===== config.mk =====
export PLATFORM = sky130hd
export DESIGN_NAME = fft_pingpong_ctrl
export DESIGN_NICKNAME = d
export VERILOG_FILES = /design/src/rtl/fft_pingpong_ctrl.sv
export SDC_FILE = /design/constraint.sdc
export NUM_CORES = 1
export LEC_CHECK = 0
export CORE_UTILIZATION = 38
export DETAILED_ROUTE_END_ITERATION = 6
export GPL_TIMING_DRIVEN = 0
export PLACE_DENSITY = 0.71
export SETUP_SLACK_MARGIN = 0.15
export SLEW_MARGIN = 5
export SYNTH_ARGS = -nofsm -noshare
export SYNTH_HDL_FRONTEND = slang
export SYNTH_SLANG_ARGS = --single-unit

===== constraint.sdc =====
create_clock -name i_clk -period 1.7 [get_ports i_clk]
set_input_delay 0.425 -clock i_clk [delete_from_list [all_inputs] [get_ports i_clk]]
set_output_delay 0.425 -clock i_clk [all_outputs]
set_load 0.1 [all_outputs]

===== src/rtl/fft_pingpong_ctrl.sv =====
// fft_pingpong_ctrl
// Ping-pong bank controller for the FFT input path. Counts accepted beats into
// frames of FRAME_LEN samples, steers the two-way data demux between bank A
// (o_demux_flag = 1) and bank B (o_demux_flag = 0), tracks which banks hold a
// complete frame and stalls the source while both banks are full.
//
// Optional feature macro: FFT_PP_ERR_EN
//   defined   : o_err is a sticky flag set by a release of a non-full bank or
//               by i_in_valid while stalled; cleared only by i_rst.
//   undefined : o_err is tied low and no error logic is built.
//
// state   | meaning
// --------+------------------------------------------------------------
// S_IDLE  | one cycle after reset, source held off
// S_FILL  | accepting beats into the active bank
// S_STALL | both banks full, waiting for the FFT core to release one

module fft_pingpong_ctrl #(
  parameter int FRAME_LEN = 16,
  parameter int CNT_W     = 4
) (
  input  logic             i_clk,
  input  logic             i_rst,
  input  logic             i_in_valid,
  output logic             o_in_ready,
  input  logic [1:0]       i_bank_release,
  output logic             o_demux_flag,
  output logic [1:0]       o_wr_en,
  output logic [CNT_W-1:0] o_wr_addr,
  output logic [1:0]       o_bank_full,
  output logic             o_frame_done,
  output logic             o_err
);

  localparam logic [CNT_W-1:0] LAST_IDX = CNT_W'(FRAME_LEN - 1);

  typedef enum logic [1:0] {
    S_IDLE  = 2'd0,
    S_FILL  = 2'd1,
    S_STALL = 2'd2
  } state_t;

  state_t           r_state;
  logic             r_in_ready;
  logic             r_demux_flag;
  logic [CNT_W-1:0] r_count;
  logic [1:0]       r_bank_full;
  logic             r_frame_done;

  logic [1:0]       w_active_oh;
  logic [1:0]       w_other_oh;
  logic             w_accept;
  logic             w_last_beat;
  logic             w_other_rel;
  logic             w_active_rel;
  logic             w_other_free;
  logic [1:0]       w_bank_set;

  // Bank A is bit 0 of every per-bank vector, bank B is bit 1.
  assign w_active_oh  = r_demux_flag ? 2'b01 : 2'b10;
  assign w_other_oh   = ~w_active_oh;

  // r_in_ready is only ever high in S_FILL, so it doubles as the fill qualifier.
  assign w_accept     = i_in_valid && r_in_ready;
  assign w_last_beat  = w_accept && (r_count == LAST_IDX);

  assign w_other_rel  = |(i_bank_release & w_other_oh);
  assign w_active_rel = |(i_bank_release & w_active_oh);

  // A release landing on the same edge as the frame end lets the next frame
  // start without a stall.
  assign w_other_free = ~|(r_bank_full & w_other_oh) || w_other_rel;

  assign w_bank_set   = w_last_beat ? w_active_oh : 2'b00;

  // Zero-latency write strobe; the demux select is stable for the whole frame.
  always_comb begin
    o_wr_en = 2'b00;
    if (r_state == S_FILL && i_in_valid) begin
      o_wr_en = w_active_oh;
    end
  end

  assign o_wr_addr    = r_count;
  assign o_in_ready   = r_in_ready;
  assign o_demux_flag = r_demux_flag;
  assign o_bank_full  = r_bank_full;
  assign o_frame_done = r_frame_done;

  // Sequencing FSM: frame counting, bank alternation and stall/resume.
  always_ff @(posedge i_clk) begin
    if (i_rst) begin
      r_state      <= S_IDLE;
      r_in_ready   <= 1'b0;
      r_demux_flag <= 1'b1;
      r_count      <= '0;
      r_frame_done <= 1'b0;
    end else begin
      r_frame_done <= w_last_beat;
      case (r_state)
        S_IDLE: begin
          r_state    <= S_FILL;
          r_in_ready <= 1'b1;
        end
        S_FILL: begin
          if (w_accept) begin
            if (w_last_beat) begin
              r_count <= '0;
              if (w_other_free) begin
                r_demux_flag <= ~r_demux_flag;
              end else begin
                r_state    <= S_STALL;
                r_in_ready <= 1'b0;
              end
            end else begin
              r_count <= r_count + 1'b1;
            end
          end
        end
        S_STALL: begin
          // Preferring the other bank keeps A/B alternation when both free up.
          if (w_other_rel) begin
            r_demux_flag <= ~r_demux_flag;
            r_state      <= S_FILL;
            r_in_ready   <= 1'b1;
          end else if (w_active_rel) begin
            r_state    <= S_FILL;
            r_in_ready <= 1'b1;
          end
        end
        default: begin
          r_state    <= S_IDLE;
          r_in_ready <= 1'b0;
        end
      endcase
    end
  end

  // Bank occupancy: set by a completed frame, cleared by the core's release.
  // A set on the same edge as a release of that bank takes priority.
  always_ff @(posedge i_clk) begin
    if (i_rst) begin
      r_bank_full <= 2'b00;
    end else begin
      r_bank_full <= (r_bank_full & ~i_bank_release) | w_bank_set;
    end
  end

`ifdef FFT_PP_ERR_EN
  logic r_err;
  logic w_err_set;

  assign w_err_set = (|(i_bank_release & ~r_bank_full)) ||
                     ((r_state == S_STALL) && i_in_valid);

  // Sticky protocol error: spurious release or overrun attempt while stalled.
  always_ff @(posedge i_clk) begin
    if (i_rst) begin
      r_err <= 1'b0;
    end else if (w_err_set) begin
      r_err <= 1'b1;
    end
  end

  assign o_err = r_err;
`else
  assign o_err = 1'b0;
`endif

endmodule


==> run metrics <==
maximum VDD drop=0.438 mV; Leak=0.344 nW; dominant synthesized flop cell=dfxtp_1; Cell variety after synth=32; Worst setup EP type=primary output; Post-Synthesis Cells=64; io pins=17; Placed Cells=94; worst skew pair latency=0.27 ns; Achievable Freq=633 MHz; met2 Use GR=35.7%; Crit Path Max Fanout=6; final worst path period share=92.9%; Post-synth ARST share=0%; synth top area cells=dfxtp_1 39%, mux2i_1 5.4%, nor2_1 4.7%; switch share=29.3%; hold path depth=2; Chip Height=40.3 um; Final Cell Area=841 sq um; GRT Total Usage=21.0%; Synth Cell Area=558 sq um; via count=555; largest net degree at the start of global routing=11; FF+latch count, synth=11; router iterations before antenna repair=2; CTS HTree Levels=1; Layout Nets=96; CP peak stage delay=0.35 ns; CP max stage cell=dfxtp_4; Die Wd=40.3 um; final WL=1310 um; final setup fails=0; met1 Usage GRT=23.3%; CP cell instances=buf_8, nor3_4, buf_12; Power Density=631 nW/um^2; Sw Pwr=0.155 mW; Area Overhead vs Synth=50.7%; most common cell in the netlist=dfxtp_1; antenna cells=0; post-place instance area=762 sq um; CTS buffer count=3; Layout Cells excl Fill=104; global route hottest layer=met2; worst r2r path cells=5; DRC=0; antenna-violating nets left=0; Clk pwr share=33.0%; CP Class=reg -> out; clk_skew=0.000367 ns; Worst Setup Start Kind=flip-flop; Initial Util=41.8%; share of cells above drive strength 1=44.9%; Vias per Instance=5.34; power share of the combinational group=18.0%; initial antenna violation count=0; Worst EP required=1.27 ns; DP HPWL=867 um; Clock Path Buffers=2; min Tclk post-route=1.58 ns; first-pass GRT wire length=2200 um; Internal=0.375 mW; EDFF count, synth=0; sequential fraction of the synthesis area=39.5%; count of final max-slew check failures=0; Hold Path Class=reg -> reg; routability cong.=0.701; filler cell count in the final layout=131; Avg Inst Size Synth=8.72 sq um; overall die area=1630 sq um; initial drt markers=3; DR WL/cell=12.6 um; clk slew on worst S/H paths=0.07 ns; Yosys top cell area share=39.5%; cell row count=13; Hold Fails Final Rpt=0; list of most frequent post-synthesis cells=11 x dfxtp_1, 7 x nor2_1, 4 x nand3_1; CTS tree=yes; fin util=63.0%; vias in the first global route=512; Post-Syn Nets=70; RSZ-0062 raised after global routing=true; status=finished, final reports clean; Core Region=1330 sq um; MaxCap Viol Count=0; Yosys top cell by area=dfxtp_1; warnings from Yosys=0; CP arrival=1.15 ns; grt total ovfl=0; Root Buffer=clkbuf_4; number of hold buffers added after CTS=0; Port Buffers=15; Clock Sinks=11; M3 GR Usage=10.0%; Flop pwr share=49.0%
## cell usage in the layout, fill, tap and decap left out, types with 2 or more instances in the layout
cell           instances
inv_1                  3
buf_2                  8
nand4_1                2
nor3_1                 2
mux2i_1                3
buf_4                  7
clkbuf_4               4
buf_12                 2
dfxtp_2                3
clkbuf_1               2
nor2_1                 7
dlygate4sd2_1          2
dfxtp_4                7
nor2b_1                2
a21oi_1                3
nand3_1                4
## stage by stage
stage | power (mW) | setup slack (ns) | hold slack [ns] | setup TNS [ns]
detailed placement | 0.356 | -1.23 | 0.485 | -5.21
floorplan | 0.328 | -0.0713 | 0.489 | -0.0713
CTS | 0.537 | 0.0420 | 0.495 | 0
global route | 0.558 | 0.0578 | 0.531 | 0
finish | 0.530 | 0.121 | 0.496 | 0
global placement | 0.355 | -1.20 | 0.479 | -5.04
## final timing paths
kind	from	endpoint	slack (ns)
worst max-delay path	o_demux_flag	o_wr_en[1]	0.12
worst min-delay path	o_bank_full[0]	o_bank_full[0]	0.50
worst max register to register	o_demux_flag	o_in_ready	0.23
worst min register to register	o_bank_full[0]	o_bank_full[0]	0.50
## worst max-delay path, delay by kind of cell, from the launching register on
| kind | cells | cell delay (ns) |
|---|---|---|
| buf+inv | 2 | 0.33 |
| simple gates | 1 | 0.21 |
| flops | 1 | 0.35 |
## power groups by stage
stage                     Combinational, mW  Sequential [mW]  Clock [mW]
after global routing                  0.101            0.260       0.197
after global placement               0.0863            0.269           0
after detailed placement             0.0869            0.269           0
after floorplan                      0.0391            0.289           0
final                                0.0957            0.260       0.175
after CTS                            0.0937            0.259       0.185
## layer usage
layer	vias to the layer above	share of wire, %
met5	-	0
met4	0	0
met3	0	6.1
met2	16	48
met1	259	45
li1	280	-
## sequential cells by signal, indices dropped and copies added (netlist names)
name	flops
o_bank_full	2
o_wr_addr	4
r_state	2
o_frame_done	1
o_in_ready	1
o_demux_flag	1
## final cells by class
type	instances	area (sq um)	share of cell area, %
buffer	3	26.3	3.13
timing repair buffer	21	170	20.2
multi-input combinational	47	338	40.2
tap	15	18.8	2.23
clock buffer	4	26.3	3.13
sequential	11	250	29.8
inverter	3	11.3	1.34
## cell families after synthesis
kind of cell / Yosys count / share of synthesized area [%]
DFF: 11 / 39.5
other: 1 / 0.672
muxes: 3 / 5.38
buffers and inverters: 6 / 6.05
AOI/OAI and AO/OA: 12 / 16.1
and+or+nand+nor: 29 / 28.5
xor gates and xnor gates: 1 / 1.57
adders and majority gates: 1 / 2.24
## what timing repair did
item | 4_1_cts | 5_1_grt
endpoints found under the setup margin | 16 | 6
pin swaps | 0 | 1
buffers inserted | 3 | 3
gates resized for setup | 73 | 7
(Power assumes the default switching activity.)
==> edit 1: new RTL, same settings <==
Build with the macro `FFT_PP_ERR_EN` defined.
--- a/src/rtl/fft_pingpong_ctrl.sv
+++ b/src/rtl/fft_pingpong_ctrl.sv
@@ -14,6 +14,8 @@
 // S_IDLE  | one cycle after reset, source held off
 // S_FILL  | accepting beats into the active bank
 // S_STALL | both banks full, waiting for the FFT core to release one
+
+`define FFT_PP_ERR_EN
 
 module fft_pingpong_ctrl #(
   parameter int FRAME_LEN = 16,
Behaviour: not the same (a bounded check fails within 4 cycles, from zero or initial values and one cycle with i_rst high).
==> edit 1 against the unedited design <==
  * Critical path depth unchanged
  * Wire length rose by 7.7%
  * Sequential power up 10%
  * Area after synthesis grew 8.1%
  * Core utilization down 5.1 points
  * Setup slack got worse by 23 ps
  * Die area increased by 7.7%
  * First-iteration DRC count grew to 8.0 times the old value
  * Sequential cell count increased by 1
  * Final area rose by 2.5%
  * Global-route usage shrank 4.0 points
  * Total power up 7.6%
  * Largest cell class unchanged
==> edit 1: results (changes against the unedited design) <==
Clocking
  • Worst-path clk slew: around 80 ps
  • CTS Buf Count: 3 (unchanged)
  • Clock Path Buffers: 2 (unchanged)
  • Clk Latency, worst-skew pair: 270 ps (about the same)
  • H-tree levels: 1 (unchanged)
  • CTS root buf: clkbuf_4

Final layout
  • Nets: 98 (+2.1%)
  • Flip-flop count of the largest register after layout: 4 (unchanged)
  • Layout cell share with drive strength beyond 1: 40.7% (-4.3 points)

Run status
  • Status: completed

Critical path
  • CP max FO: 3 (-3)
  • CP max stage cell: dfxtp_4
  • Delay-heaviest family, CP: flip-flops
  • Worst Reg-to-Reg Cells: 5 (unchanged)
  • Worst endpoint data arrival time: 1180 ps (+30 ps)
  • Worst path max stage delay: 370 ps (+20 ps)

Synthesis
  • Async S/R FF share, synth: 0% (unchanged)
  • Yosys warning count: 0 (unchanged)
  • Post-synth top cells: 12 x dfxtp_1, 7 x nor2_1
  • Synth unique cells: 32 (unchanged)
  • Synth area leaders: dfxtp_1 40%, nor2_1 4.4%, nor2b_1 4.1%
  • Sequential area share after synthesis: 39.8% (+0.37 points)
  • Synthesized Nets: 75 (+7.1%)

Min path
  • Hold depth: 3 (+1)
  • HP Class: input pin to flop

Drt
  • Vias: 591 (+6.5%)
  • WL per Instance: 13.1 um (+4.7%)
  • Initial DRC Count: 24 (+21)
  • Drt pass-1 iters: 4 (+2)

GRT
  • Pin count of the biggest net entering global routing: 11 (unchanged)
  • Initial antenna violation count: 0 (unchanged)
  • Vias in the first global route: 536 (+4.7%)
  • Gr usage total: 16.9% (-4.0 points)
  • Global-route wire length before repair: 2300 um (+4.7%)

Placement
  • IO Port Bufs: 15 (unchanged)
  • Final GP Congestion: 0.701 (about the same)
  • Setup Slack @ Placement: -765 ps (+468 ps)
  • Post-DP HPWL: 930 um (+7.2%)

Timing
  • Worst-margin pin slew: ~510 ps
  • Clock Skews: 0.495 ps (+0.129 ps)

Power and ir drop
  • Leakage Power: 0.353 nW (+2.6%)
  • Worst IR drop on VDD: 0.435 mV (-0.82%)
## edit 1: kinds of logic (layout without fill, tap and decap cells)
| family | Yosys count | after routing | synth area share [%] |
|---|---|---|---|
| and+or+nand+nor | 32 | 32 | 28.8 |
| AOI/OAI and AO/OA | 14 | 14 | 17.4 |
| DFF | 12 | 12 | 39.8 |
| buffers and inverters | 6 | 28 | 5.19 |
| muxes | 3 | 3 | 5.19 |
| adders and majority gates | 1 | 1 | 2.07 |
| xor gates and xnor gates | 1 | 1 | 1.45 |
## edit 1: through the flow
step	TNS [ps]	std cells	area, um2	total power [mW]	utilization, %
3_3_place_gp	-3780	100	826	0.389	55.5
2_1_floorplan	-105	69	656	0.363	-
3_5_place_dp	-3780	100	826	0.390	55.5
6_report	0	107	862	0.571	57.9
4_1_cts	0	106	853	0.571	57.3
5_1_grt	0	107	862	0.591	57.9
## edit 1: timing repair
action	in CTS	in global routing
endpoints found under the setup margin	14	5
buffers inserted	2	1
pin swaps	1	3
resized for setup	73	3
endpoints found under the hold margin	0	0
## edit 1: metal layers
layer	part of all wire, %	vias up	track usage, %
li1	-	288	-
met1	42	277	22.0
met2	49	22	28.1
met3	5.5	4	1.74
met4	2.9	0	7.74
met5	0	-	0
## edit 1: layout make-up
class / count / area [um2]
buffer: 3 / 30.0
tap: 16 / 20.0
clock buffer: 3 / 22.5
inverter: 3 / 11.3
multi-input combinational: 51 / 363
timing repair buffer: 18 / 144
sequential: 12 / 268
clock inverter: 1 / 3.75
fill: 133 / 627
## edit 1: tightest hold or removal path: stages
cell	delay [ps]
buf_8	110
nand2_1	50
a21oi_1	50
## edit 1: worst paths after layout
kind,startpoint,to,slack [ps]
hold / removal,i_in_valid,o_err$_SDFFE_PP0P_,420
setup / recovery,r_state[0]$_SDFFE_PP0P_,o_wr_en[0],100
setup reg to reg,o_demux_flag$_SDFFE_PP1P_,o_in_ready$_SDFFE_PP0P_,230
hold reg to reg,o_bank_full[0]$_SDFF_PP0_,o_bank_full[0]$_SDFF_PP0_,500
## edit 1: report_power, final
part / total [mW] / switching (mW) / internal [mW] / leakage, nW
Sequential: 0.287 / 0.00683 / 0.280 / 0.103
Combinational: 0.101 / 0.0692 / 0.0314 / 0.234
Clock: 0.183 / 0.0979 / 0.0850 / 0.0154
Total: 0.571 / 0.174 / 0.397 / 0.353
==> edit 2: new RTL, same flow settings <==
Made on the original files. Put one more register stage on the output `o_demux_flag`, cleared by the reset. The value now appears one clock later. The other outputs are not delayed to match.
--- a/src/rtl/fft_pingpong_ctrl.sv
+++ b/src/rtl/fft_pingpong_ctrl.sv
@@ -83,7 +83,13 @@
 
   assign o_wr_addr    = r_count;
   assign o_in_ready   = r_in_ready;
-  assign o_demux_flag = r_demux_flag;
+  always_ff @(posedge i_clk) begin
+    if (i_rst) begin
+      o_demux_flag <= '0;
+    end else begin
+      o_demux_flag <= r_demux_flag;
+    end
+  end
   assign o_bank_full  = r_bank_full;
   assign o_frame_done = r_frame_done;
 
Behaviour: not the same (a bounded check fails within 4 cycles, from zero or initial values and one cycle with i_rst high).
==> edit 2 against the unedited design <==
  * Area after synthesis increased by 6.3%
  * Sequential cell count increased by 1
  * Final area decreased by 1.0%
  * Global-route usage decreased by 6.3 points
  * Largest cell class unchanged
  * Setup slack got worse by 56 ps
  * Total power increased by 7.3%
  * Critical endpoint unchanged
  * Wire length decreased by 4.0%
==> edit 2: results (changes against the unedited design) <==
Drt
  • WL per Instance: 12.2 um (-3.0%)
  • Initial DRC Count: 18 (+15)
  • Drt pass-1 iters: 4 (+2)
  • Vias: 543 (-2.2%)

GRT
  • Global-route wire length before repair: 1990 um (-9.7%)
  • Pin count of the biggest net entering global routing: 11 (unchanged)
  • Initial antenna violation count: 0 (unchanged)
  • Gr usage total: 14.6% (-6.3 points)
  • Vias in the first global route: 455 (-11%)

Synthesis
  • Post-synth top cells: 12 x dfxtp_1, 7 x nor2_1
  • Async S/R FF share, synth: 0% (unchanged)
  • Synth unique cells: 34 (+6.3%)
  • Sequential area share after synthesis: 40.5% (+1.0 points)
  • Synthesized Nets: 71 (+1.4%)
  • Synth area leaders: dfxtp_1 41%, mux2i_1 5.1%, nor2_1 4.4%
  • Yosys warning count: 0 (unchanged)

Clocking
  • Clk Latency, worst-skew pair: roughly 260 ps
  • H-tree levels: 1 (unchanged)
  • Worst-path clk slew: 70 ps (about the same)
  • Clock Path Buffers: 2 (unchanged)
  • CTS root buf: clkbuf_4
  • CTS Buf Count: 3 (unchanged)

Timing
  • Clock Skews: 2.38 ps (+2.01 ps)
  • Final Hold Fails: 0 (unchanged)

Run status
  • Status: completed

Placement
  • Post-DP HPWL: 849 um (-2.1%)
  • Setup Slack @ Placement: -1070 ps (+160 ps)
  • IO Port Bufs: 15 (unchanged)
  • Final GP Congestion: 0.758 (+8.1%)

Critical path
  • CP max FO: 4 (-2)
  • Worst endpoint data arrival time: 1210 ps (+60 ps)
  • CP max stage cell: dfxtp_2
  • Worst path max stage delay: 320 ps (-30 ps)

Final layout
  • Nets: 95 (-1.0%)
  • Flip-flop count of the largest register after layout: 4 (unchanged)
  • ANT cells: 0 (unchanged)
  • Layout cell share with drive strength beyond 1: 42.0% (-2.9 points)

Power and ir drop
  • Worst IR drop on VDD: 0.473 mV (+8.0%)
  • Leakage Power: 0.349 nW (+1.6%)

Min path
  • HP Class: flop to flop
edit 2: final cells by class:
| type | instances | area, um2 |
|---|---|---|
| Sequential cell | 12 | 262 |
| Fill cell | 131 | 551 |
| Clock buffer | 3 | 22.5 |
| Tap cell | 15 | 18.8 |
| Buffer | 3 | 22.5 |
| Timing Repair Buffer | 19 | 151 |
| Multi-Input combinational cell | 48 | 344 |
| Inverter | 2 | 7.51 |
| Clock inverter | 1 | 3.75 |
edit 2: layer usage:
| layer | wire (um) | track usage, % |
|---|---|---|
| met5 | 0 | 0 |
| met2 | 516 | 21.9 |
| met3 | 70 | 2.61 |
| met1 | 654 | 19.9 |
| met4 | 12 | 7.74 |
edit 2: per-stage QoR:
step	cells	area, um2
floorplan	65	621
global placement	95	790
detailed placement	95	790
CTS	103	842
global route	103	832
finish	103	832
edit 2: critical path, delay by kind of cell (launching register included):
kind / cells / cell delay, ps
DFF: 1 / 320
and+or+nand+nor: 3 / 440
buffers and inverters: 1 / 180
edit 2: repair_timing:
action	CTS	global route
buffers inserted	4	0
pin swaps	1	0
gates cloned	0	0
endpoints found under the setup margin	16	4
hold buffers	0	0
gates resized for setup	69	2
edit 2: cells by family after synthesis:
family                     count (synthesis)  synth area share (%)
adders and majority gates                  1                  2.11
xor gates and xnor gates                   1                  1.48
other                                      1                 0.632
and+or+nand+nor                           30                  28.7
AOI/OAI and AO/OA                         12                  16.5
DFF                                       12                  40.5
buffers and inverters                      5                  5.06
muxes                                      3                  5.06
edit 2: report_power, final:
| part | switching, mW | internal (mW) |
|---|---|---|
| clock network | 0.0911 | 0.0848 |
| registers | 0.00536 | 0.282 |
| logic | 0.0753 | 0.0301 |
| total | 0.172 | 0.397 |
edit 2: final timing paths:
check | startpoint | to | slack, ps | cells past startpoint
setup / recovery | r_state[1]$_SDFFE_PP0P_ | o_wr_en[1] | 70 | 4
setup reg to reg | r_demux_flag$_SDFFE_PP1P_ | o_in_ready$_SDFFE_PP0P_ | 250 | 5
hold / removal | o_bank_full[0]$_SDFF_PP0_ | o_bank_full[0]$_SDFF_PP0_ | 500 | 2
hold reg to reg | o_bank_full[0]$_SDFF_PP0_ | o_bank_full[0]$_SDFF_PP0_ | 500 | 2
